[config.mk]
export PLATFORM = sky130hd
export DESIGN_NAME = alu_reservation_station
export DESIGN_NICKNAME = d
export VERILOG_FILES = /design/src/rtl/rs_pkg.sv /design/src/rtl/rs_entry.sv /design/src/rtl/alu_reservation_station.sv
export SDC_FILE = /design/constraint.sdc
export NUM_CORES = 2
export LEC_CHECK = 0
export CAP_MARGIN = 10
export CORE_UTILIZATION = 55
export DETAILED_ROUTE_END_ITERATION = 7
export PLACE_DENSITY = 0.78
export SLEW_MARGIN = 10
export SYNTH_ARGS = -nofsm -noshare
export SYNTH_HDL_FRONTEND = slang
export SYNTH_SLANG_ARGS = --single-unit
[constraint.sdc]
create_clock -name clk_i -period 8.93 [get_ports clk_i]
set_input_delay 1.786 -clock clk_i [delete_from_list [all_inputs] [get_ports clk_i]]
set_output_delay 1.786 -clock clk_i [all_outputs]
set_load 0.03 [all_outputs]
[src/rtl/rs_pkg.sv]
// Shared types for the ALU reservation station.
//   CMD_W    : width of the decoded command bits carried through the station
//   DATA_W   : operand width
//   ROB_SIZE : ROB depth; TAG_W is the ROB tag width derived from it
//   rs_src_t : one source operand (value, present bit, producer tag)
//   rs_entry_t : one station entry (busy, command, tag, three sources)
package rs_pkg;

  localparam int CMD_W    = 10;
  localparam int DATA_W   = 64;
  localparam int ROB_SIZE = 8;
  localparam int TAG_W    = $clog2(ROB_SIZE + 1);
  localparam int NSRC     = 3;

  typedef logic [TAG_W-1:0] rob_tag_t;

  typedef struct packed {
    logic [DATA_W-1:0] val;
    logic              valid;
    rob_tag_t          tag;
  } rs_src_t;

  typedef struct packed {
    logic                 busy;
    logic [CMD_W-1:0]     commands;
    rob_tag_t             tag;
    rs_src_t [NSRC-1:0]   src;
  } rs_entry_t;

endpackage

[src/rtl/rs_entry.sv]
// One reservation-station entry: holds a dispatched instruction, snoops the
// CDB to fill missing operands and reports when all operands are present.
//   clk, rst     : clock, asynchronous active-high reset (clears busy only)
//   flush        : clear the entry at the next edge (wins over everything)
//   wr, wr_data  : load a newly dispatched instruction (entry must be free)
//   issue        : entry is consumed by the execute stage at this edge
//   cdb_*        : common data bus broadcast
//   busy, ready  : occupancy and all-operands-present, from registered state
//   commands, tag, vals : stored instruction presented for issue
module rs_entry
  import rs_pkg::*;
(
  input  logic                        clk,
  input  logic                        rst,
  input  logic                        flush,
  input  logic                        wr,
  input  rs_entry_t                   wr_data,
  input  logic                        issue,
  input  logic                        cdb_valid,
  input  rob_tag_t                    cdb_tag,
  input  logic [DATA_W-1:0]           cdb_val,
  output logic                        busy,
  output logic                        ready,
  output logic [CMD_W-1:0]            commands,
  output rob_tag_t                    tag,
  output logic [NSRC-1:0][DATA_W-1:0] vals
);

  rs_entry_t q;
  rs_entry_t nxt;

  // A missing operand whose producer tag is on the CDB takes the broadcast value.
  function automatic rs_src_t capture(input rs_src_t s, input logic cv,
                                      input rob_tag_t ct, input logic [DATA_W-1:0] cval);
    rs_src_t r;
    r = s;
    if (!s.valid && cv && (s.tag == ct)) begin
      r.val   = cval;
      r.valid = 1'b1;
    end
    return r;
  endfunction

  always_comb begin
    nxt = q;
    if (flush) begin
      nxt.busy = 1'b0;
    end else if (wr) begin
      // Dispatch write also applies the same-cycle CDB bypass.
      nxt = wr_data;
      for (int j = 0; j < NSRC; j++)
        nxt.src[j] = capture(wr_data.src[j], cdb_valid, cdb_tag, cdb_val);
    end else if (q.busy) begin
      for (int j = 0; j < NSRC; j++)
        nxt.src[j] = capture(q.src[j], cdb_valid, cdb_tag, cdb_val);
      if (issue) nxt.busy = 1'b0;
    end
  end

  // Only busy is reset; payload fields are don't-care while the entry is free.
  always_ff @(posedge clk or posedge rst) begin
    if (rst) q.busy <= 1'b0;
    else     q      <= nxt;
  end

  assign busy     = q.busy;
  assign ready    = q.busy & q.src[0].valid & q.src[1].valid & q.src[2].valid;
  assign commands = q.commands;
  assign tag      = q.tag;
  always_comb begin
    for (int j = 0; j < NSRC; j++) vals[j] = q.src[j].val;
  end

endmodule

[src/rtl/alu_reservation_station.sv]
// ALU reservation station: buffers dispatched ALU instructions until their
// operands arrive (directly or via the CDB) and issues the lowest-index ready
// entry to the execute stage, honouring its stall.
//   clk_i, reset_i, flush_i        : clock, async active-high reset, sync flush
//   dispatch*/src*                 : dispatch request and its operands
//   full_o, count_o                : occupancy (from registered state)
//   cdbValid_i/cdbTag_i/cdbVal_i   : CDB broadcast for wakeup
//   reservationStation*_o, RSVal3_o, readyRS_o : issue port (zero when idle)
//   stallRS_i                      : execute stage cannot accept this cycle
module alu_reservation_station
  import rs_pkg::*;
#(
  parameter int RSsize     = 4,
  parameter int ROBsize    = 8,
  parameter int ROBsizeLog = $clog2(ROBsize + 1)
) (
  input  logic                          clk_i,
  input  logic                          reset_i,
  input  logic                          flush_i,
  input  logic                          dispatchValid_i,
  input  logic [9:0]                    dispatchCommands_i,
  input  logic [ROBsizeLog-1:0]         dispatchTag_i,
  input  logic [63:0]                   src1Val_i,
  input  logic [63:0]                   src2Val_i,
  input  logic [63:0]                   src3Val_i,
  input  logic                          src1Valid_i,
  input  logic                          src2Valid_i,
  input  logic                          src3Valid_i,
  input  logic [ROBsizeLog-1:0]         src1Tag_i,
  input  logic [ROBsizeLog-1:0]         src2Tag_i,
  input  logic [ROBsizeLog-1:0]         src3Tag_i,
  output logic                          full_o,
  output logic [$clog2(RSsize+1)-1:0]   count_o,
  input  logic                          cdbValid_i,
  input  logic [ROBsizeLog-1:0]         cdbTag_i,
  input  logic [63:0]                   cdbVal_i,
  output logic [63:0]                   reservationStationVal1_o,
  output logic [63:0]                   reservationStationVal2_o,
  output logic [63:0]                   RSVal3_o,
  output logic [9:0]                    reservationStationCommands_o,
  output logic [ROBsizeLog-1:0]         reservationStationTag_o,
  output logic                          readyRS_o,
  input  logic                          stallRS_i
);

  localparam int IDX_W = (RSsize > 1) ? $clog2(RSsize) : 1;
  localparam int CNT_W = $clog2(RSsize + 1);

  logic [RSsize-1:0]               busy;
  logic [RSsize-1:0]               ready;
  logic [RSsize-1:0]               wr;
  logic [RSsize-1:0]               issue;
  logic [CMD_W-1:0]                ent_cmd [RSsize];
  rob_tag_t                        ent_tag [RSsize];
  logic [NSRC-1:0][DATA_W-1:0]     ent_val [RSsize];

  logic             free_any;
  logic [IDX_W-1:0] free_idx;
  logic             ready_any;
  logic [IDX_W-1:0] sel_idx;
  logic             accept;
  logic             fire;
  rs_entry_t        wr_data;
  logic [CNT_W-1:0] count_q;

  // Lowest-index free slot for dispatch.
  always_comb begin
    free_any = 1'b0;
    free_idx = '0;
    for (int i = 0; i < RSsize; i++) begin
      if (!busy[i] && !free_any) begin
        free_any = 1'b1;
        free_idx = i[IDX_W-1:0];
      end
    end
  end

  // Lowest-index ready slot for issue.
  always_comb begin
    ready_any = 1'b0;
    sel_idx   = '0;
    for (int i = 0; i < RSsize; i++) begin
      if (ready[i] && !ready_any) begin
        ready_any = 1'b1;
        sel_idx   = i[IDX_W-1:0];
      end
    end
  end

  assign accept = dispatchValid_i & free_any & ~flush_i;
  assign fire   = ready_any & ~stallRS_i;

  always_comb begin
    wr_data            = '0;
    wr_data.busy       = 1'b1;
    wr_data.commands   = dispatchCommands_i;
    wr_data.tag        = dispatchTag_i;
    wr_data.src[0].val = src1Val_i;
    wr_data.src[0].valid = src1Valid_i;
    wr_data.src[0].tag = src1Tag_i;
    wr_data.src[1].val = src2Val_i;
    wr_data.src[1].valid = src2Valid_i;
    wr_data.src[1].tag = src2Tag_i;
    wr_data.src[2].val = src3Val_i;
    wr_data.src[2].valid = src3Valid_i;
    wr_data.src[2].tag = src3Tag_i;
  end

  for (genvar g = 0; g < RSsize; g++) begin : g_entry
    assign wr[g]    = accept & (free_idx == IDX_W'(g));
    assign issue[g] = fire & (sel_idx == IDX_W'(g));

    rs_entry u_entry (
      .clk       (clk_i),
      .rst       (reset_i),
      .flush     (flush_i),
      .wr        (wr[g]),
      .wr_data   (wr_data),
      .issue     (issue[g]),
      .cdb_valid (cdbValid_i),
      .cdb_tag   (cdbTag_i),
      .cdb_val   (cdbVal_i),
      .busy      (busy[g]),
      .ready     (ready[g]),
      .commands  (ent_cmd[g]),
      .tag       (ent_tag[g]),
      .vals      (ent_val[g])
    );
  end

  // Issue mux: outputs are forced to zero when nothing is issuable.
  always_comb begin
    readyRS_o                    = ready_any;
    reservationStationVal1_o     = '0;
    reservationStationVal2_o     = '0;
    RSVal3_o                     = '0;
    reservationStationCommands_o = '0;
    reservationStationTag_o      = '0;
    if (ready_any) begin
      reservationStationVal1_o     = ent_val[sel_idx][0];
      reservationStationVal2_o     = ent_val[sel_idx][1];
      RSVal3_o                     = ent_val[sel_idx][2];
      reservationStationCommands_o = ent_cmd[sel_idx];
      reservationStationTag_o      = ent_tag[sel_idx];
    end
  end

  always_ff @(posedge clk_i or posedge reset_i) begin
    if (reset_i)      count_q <= '0;
    else if (flush_i) count_q <= '0;
    else              count_q <= count_q - CNT_W'(fire) + CNT_W'(accept);
  end

  assign count_o = count_q;
  assign full_o  = &busy;

endmodule
* Word-level counts from Yosys, hierarchy flattened *
Cells that the tools add are included.

operators by class
  magnitude comparators = 1
  $add $sub $neg = 2
  muxes and demuxes = 68
  reductions and logical operators = 94
  equal/unequal tests = 21
  bitwise operators = 27

operators by type and width
  kind                number
  $mux 207            8
  $mux 65             15
  $bmux 192 s2        1
  $mux 192            2
  $mux 64             3
  $eq 4x4->1          15
  $reduce_and 4->1    13
  $logic_and 1x1->1   36
  $reduce_bool 2->1   16
  $mux 10             3
  $mux 1              26
  $and 1x1->1         23
  $logic_not 1->1     23
  $bmux 10 s2         1
  $mux 4              3
  $reduce_and 3->1    4
  $bmux 4 s2          1
  $eq 2x2->1 const B  4
  $mux 2              4
  $eq 2x1->1 const B  2
  $logic_not 2->1     2
  $add 3x1->3         1
  $ge 3x3->1 const B  1
  $mux 3              1
  other kinds (3)     5

storage, ports and cells
  word-level logic and storage cells = 262
  bits in registers = 891
  bits of input ports = 295
  output and inout port bits = 211

* Depth between registers and ports, before layout *
  depth after elaboration = 19
  depth in mapped cells = 14
  gate-level depth less buffers = 11

* Cells and area by module *
Synthesis repeated with hierarchy kept, for this count alone.

second synthesis, totals
  cells, all modules = 4091
  area total of the unflattened synthesis = 53329.9 µm²

modules (own cells, without submodules)
  module                   sequential area each (µm²)  area an instance (µm²)  instances  cells an instance
  rs_entry                 6661.4                      11066.9                 4          707
  alu_reservation_station  75.1                        9062.4                  1          1263

* Worst setup path before layout *
Ideal clock, no wire load.

  kind = input -> register
  start point = input port cdbTag_i[3]
  end point = register g_entry[1].u_entry.q[73] (netlist bit) (enable)
  data required time = 8.343 ns
  path slack = 0.742 ns
  stages on the path = 5
  arrival time = 7.600 ns
  library setup time = 0.587 ns
  buffers on the path = 2
  cell sequence = buf_2 > buf_1 > xnor2_1 > nand4_1 > o32ai_1

between the ends
  cells in the longest elaborated chain, start to end = 4

RTL lines
  item                         line                           text
  start, declared              alu_reservation_station.sv:35  input logic [ROBsizeLog-1:0] cdbTag_i,
  $eq 4x4->1                   rs_entry.sv:37                 if (!s.valid && cv && (s.tag == ct)) begin
  $logic_and 1x1->1            rs_entry.sv:37
  $reduce_bool 2->1 (no line)  --
  $reduce_and 4->1 (no line)   --
  end signal, assigned         rs_entry.sv:63                 else q <= nxt;
  end, declared                rs_entry.sv:29                 rs_entry_t q;

No other way between the ends.
A chain may end at the register's enable or synchronous reset.

* Final worst setup path *
  start point = register g_entry[1].u_entry.q[73] (netlist bit)
  end point = output port RSVal3_o[0]

between the ends
  cells in the longest elaborated chain, start to end = 15
  elaborated cells on any way between the ends = 18
  those cells by class = mux (10); bitwise (3); reduce/logical (5)

RTL lines
  item                                          line                            text
  $and 1x1->1 * (2 in series)                   rs_entry.sv:67                  assign ready = q.busy & q.src[0].valid & q.src[1].valid & q.src[2].valid;
  $logic_and 1x1->1 *                           alu_reservation_station.sv:83   if (ready[i] && !ready_any) begin
  $mux 1                                        alu_reservation_station.sv:83
  $logic_not 1->1                               alu_reservation_station.sv:83
  $logic_and 1x1->1                             alu_reservation_station.sv:83
  $mux 1                                        alu_reservation_station.sv:83
  $logic_not 1->1                               alu_reservation_station.sv:83
  $logic_and 1x1->1                             alu_reservation_station.sv:83
  $mux 2                                        alu_reservation_station.sv:83
  $not 2->3 (implied by the code)               alu_reservation_station.sv:142  RSVal3_o = ent_val[sel_idx][2];
  $bmux 192 s2                                  alu_reservation_station.sv:142
  $mux 192 (implied by the code) (2 in series)  alu_reservation_station.sv:142
  $mux 64 *                                     alu_reservation_station.sv:139  if (ready_any) begin
  end, declared                                 alu_reservation_station.sv:39   output logic [63:0] RSVal3_o,

Mark *: on every way between the ends. The rest lies on a longest branch, timed or not. The select of a mux whose other input is x is not followed.

==> results.ini <==
[final_layout]
drive_gt1_frac=0.278
post-route-util=0.671
area.sequential_um2=26700
fillers=5442
syn_to_final_growth_pct=20.0
fin_nets=3690
multiInputGateArea_um2=16300

[sta]
tns_ns=0
setup_viol=0
max_slew_margin=0.275
min_period_over_period=0.747
worst_slew_pin_slew_ns=1.08
hold_slack_ns=0.675
clock.fmax_mhz=150
slew_viol_final=0
fin_crit_ns=6.67
finClkSkew_ns=0.0222
hold_violations=0
rsz0062_at_grt=no

[synth]
yosys_register_bits=891
syn_nets=3311
yosysUniqueCellTypes=47
synth_edf_count=884
syn_area_per_cell_um2=14.7
async_reset_ff_frac=0.00786
yosys_warnings=0
netlist_instances=3013
synth-seq-area-share=0.602
ys.flop_type=edfxtp_1
synth_area_um2=44400

[pwr]
p_total_w=0.00949
clockPowerShare=0.431
combPwrFrac=0.076
irDropWorstVdd_uv=143
power_density_nw_per_um2=178
p_sw_frac=0.212
leakage_nw=16.9
p_sw_w=0.00201
seq_power_share=0.493
intPower_w=0.00748

[routing]
drt_iter0_drc=2849
vias=29200
ant_nets=0
drt-total-wl_mm=133
avgRoutedWirePerCell_um=29.3
routed_via_density=6.44
post-route-drc-count=0
dr.pass1.iters=6

[floorplanning]
die_h_um=286
placementRows=103
die_area_um2=81900
core_um2=79400
dieWidth_um=286
initial_core_util=0.559
ios=506

[cts]
cts.reportedPaths.clkPinSlew_ns=0.07
clockRootBuffer=clkbuf_16
worstSkewPairLatency_ns=0.65
cts_buffer_depth=3
cts.sinks=891
cts_resized=0
hold_buffers=0
cts_tree=yes
cts-htree-levels=3
postCtsSetupBuffers=0
cts_buffers=94

[worst_setup_path]
worstRegToRegCells=6
critPathLaunchType=flop
crit_path_end_kind=output pin
crit_type=flop to output pin
cp.arrival_ns=4.89
crit_fanout=122
crit_required_ns=7.14

[job]
cap_violations=0

[global_routing]
antenna_found_initial=36
grtUsageTotal=0.319
grt_pass1_wl_mm=193
grt_max_degree=180
grt_pass1_vias=30000
grt-ovfl-total=0

[placement]
detailed_place_hpwl_mm=81.1
io_buffer_count=505
gp_congestion=0.911

[outcome]
status=completed

[worst_hold_path]
min_path_type=flop to flop
whs_path_depth=2

==> cell usage in the layout (no fill, tap or decap), types with 13 or more instances in the layout <==
cell,count
edfxtp_1,884
clkinv_2,23
mux2_4,234
xnor2_1,22
a311oi_1,206
nor2_1,239
buf_4,64
diode_2,22
mux2_2,476
nor3_1,13
clkbuf_16,98
and2_1,29
bufinv_16,15
or3_1,14
clkdlybuf4s50_1,505
xor2_1,34
nand2_1,210
mux2_1,58
inv_1,14
a22oi_1,206
clkinv_1,15
==> cells by family (layout without fill, tap and decap cells) <==
group / count (synthesis) / after routing / synth area share
and+or+nand+nor: 545 / 545 / 0.0515
DFF: 891 / 891 / 0.602
muxes: 768 / 768 / 0.215
buffers and inverters: 304 / 760 / 0.0359
AOI/OAI and AO/OA: 446 / 446 / 0.0843
other: 0 / 22 / 0
adders and majority gates: 3 / 3 / 0.00101
xor gates and xnor gates: 56 / 56 / 0.0110
==> power groups by stage <==
stage                     registers [W]  logic [W]  clock network (W)
final                           0.00468   0.000718            0.00409
after global routing            0.00468   0.000753            0.00427
after CTS                       0.00468   0.000711            0.00411
after detailed placement        0.00477   0.000706                  0
after global placement          0.00476   0.000672                  0
after floorplan                 0.00477   0.000410                  0
==> Yosys cell counts (all sizes together), types with 2 or more instances <==
cell type  instances  area, µm²
and4               2       17.5
xnor2             22        193
clkbuf           191        717
o21ai              5       28.8
a31o               6       52.6
and2              29        181
or3               14       87.6
a2111oi            2       55.1
edfxtp           884      26500
a222oi             2       20.0
nor2b              7       43.8
nand2b             5       38.8
xor2              34        298
nand4              6       37.5
mux2             768       9530
nor2             243        912
inv               14       52.6
a311oi           206       1800
ha                 2       25.0
or2                2       12.5
dfrtp              7        175
a21oi              7       35.0
a31oi              9        176
a22oi            206       1550
nand2            210        788
buf               99        825
nor3              14       75.1
nand4b             3       26.3
nand3              2       10.0
and3               5       31.3
==> worst paths after layout <==
path	start	endpoint	slack, ns
hold reg to reg	g_entry[3].u_entry.busy	g_entry[3].u_entry.busy	0.67
max in group asynchronous	reset_i	count_o[0]	7.00
setup reg to reg	g_entry[0].u_entry.busy	g_entry[3].u_entry.vals[180]	4.80
setup / recovery	g_entry[1].u_entry.q[73]	RSVal3_o[0]	2.26
hold / removal	g_entry[3].u_entry.busy	g_entry[3].u_entry.busy	0.67
min in group asynchronous	reset_i	g_entry[0].u_entry.busy	1.69
==> worst max-delay path, cell delays in order (launching register included) <==
cell and delay (ns):
edfxtp_1 0.44, and4_4 0.49, nor2b_4 0.67, buf_12 0.54, a22oi_1 0.15, a311oi_1 0.91, clkdlybuf4s50_1 0.84
==> metrics by stage <==
stage	setup WS [ns]	instance area [µm²]	std cells
3_5_place_dp	2.98	50000	4346
2_1_floorplan	0.742	44400	3013
6_report	2.26	53300	4541
3_3_place_gp	3.08	50000	4346
4_1_cts	2.32	53200	4519
5_1_grt	2.25	53300	4535
==> registers in the layout, summed over array words and instances, names as in the netlist <==
signal	flops
g_entry.u_entry.vals	768
g_entry.u_entry.q	60
g_entry.u_entry.commands	40
g_entry.u_entry.tag	16
g_entry.u_entry.busy	4
count_o	3
==> per-layer routing <==
layer,wire (µm),GRT usage,share of wire
met1,48900,0.395,0.37
met2,66300,0.540,0.50
met3,13000,0.0703,0.098
met4,4570,0.132,0.034
met5,189,0,0.0014
==> layout make-up <==
class | count | area share
inverter | 14 | 0.000986
multi-input combinational | 1818 | 0.306
clock inverter | 63 | 0.0134
antenna | 22 | 0.00103
sequential | 891 | 0.502
clock buffer | 110 | 0.0471
timing repair buffer | 573 | 0.105
tap | 1050 | 0.0247
(Power assumes the default switching activity.)
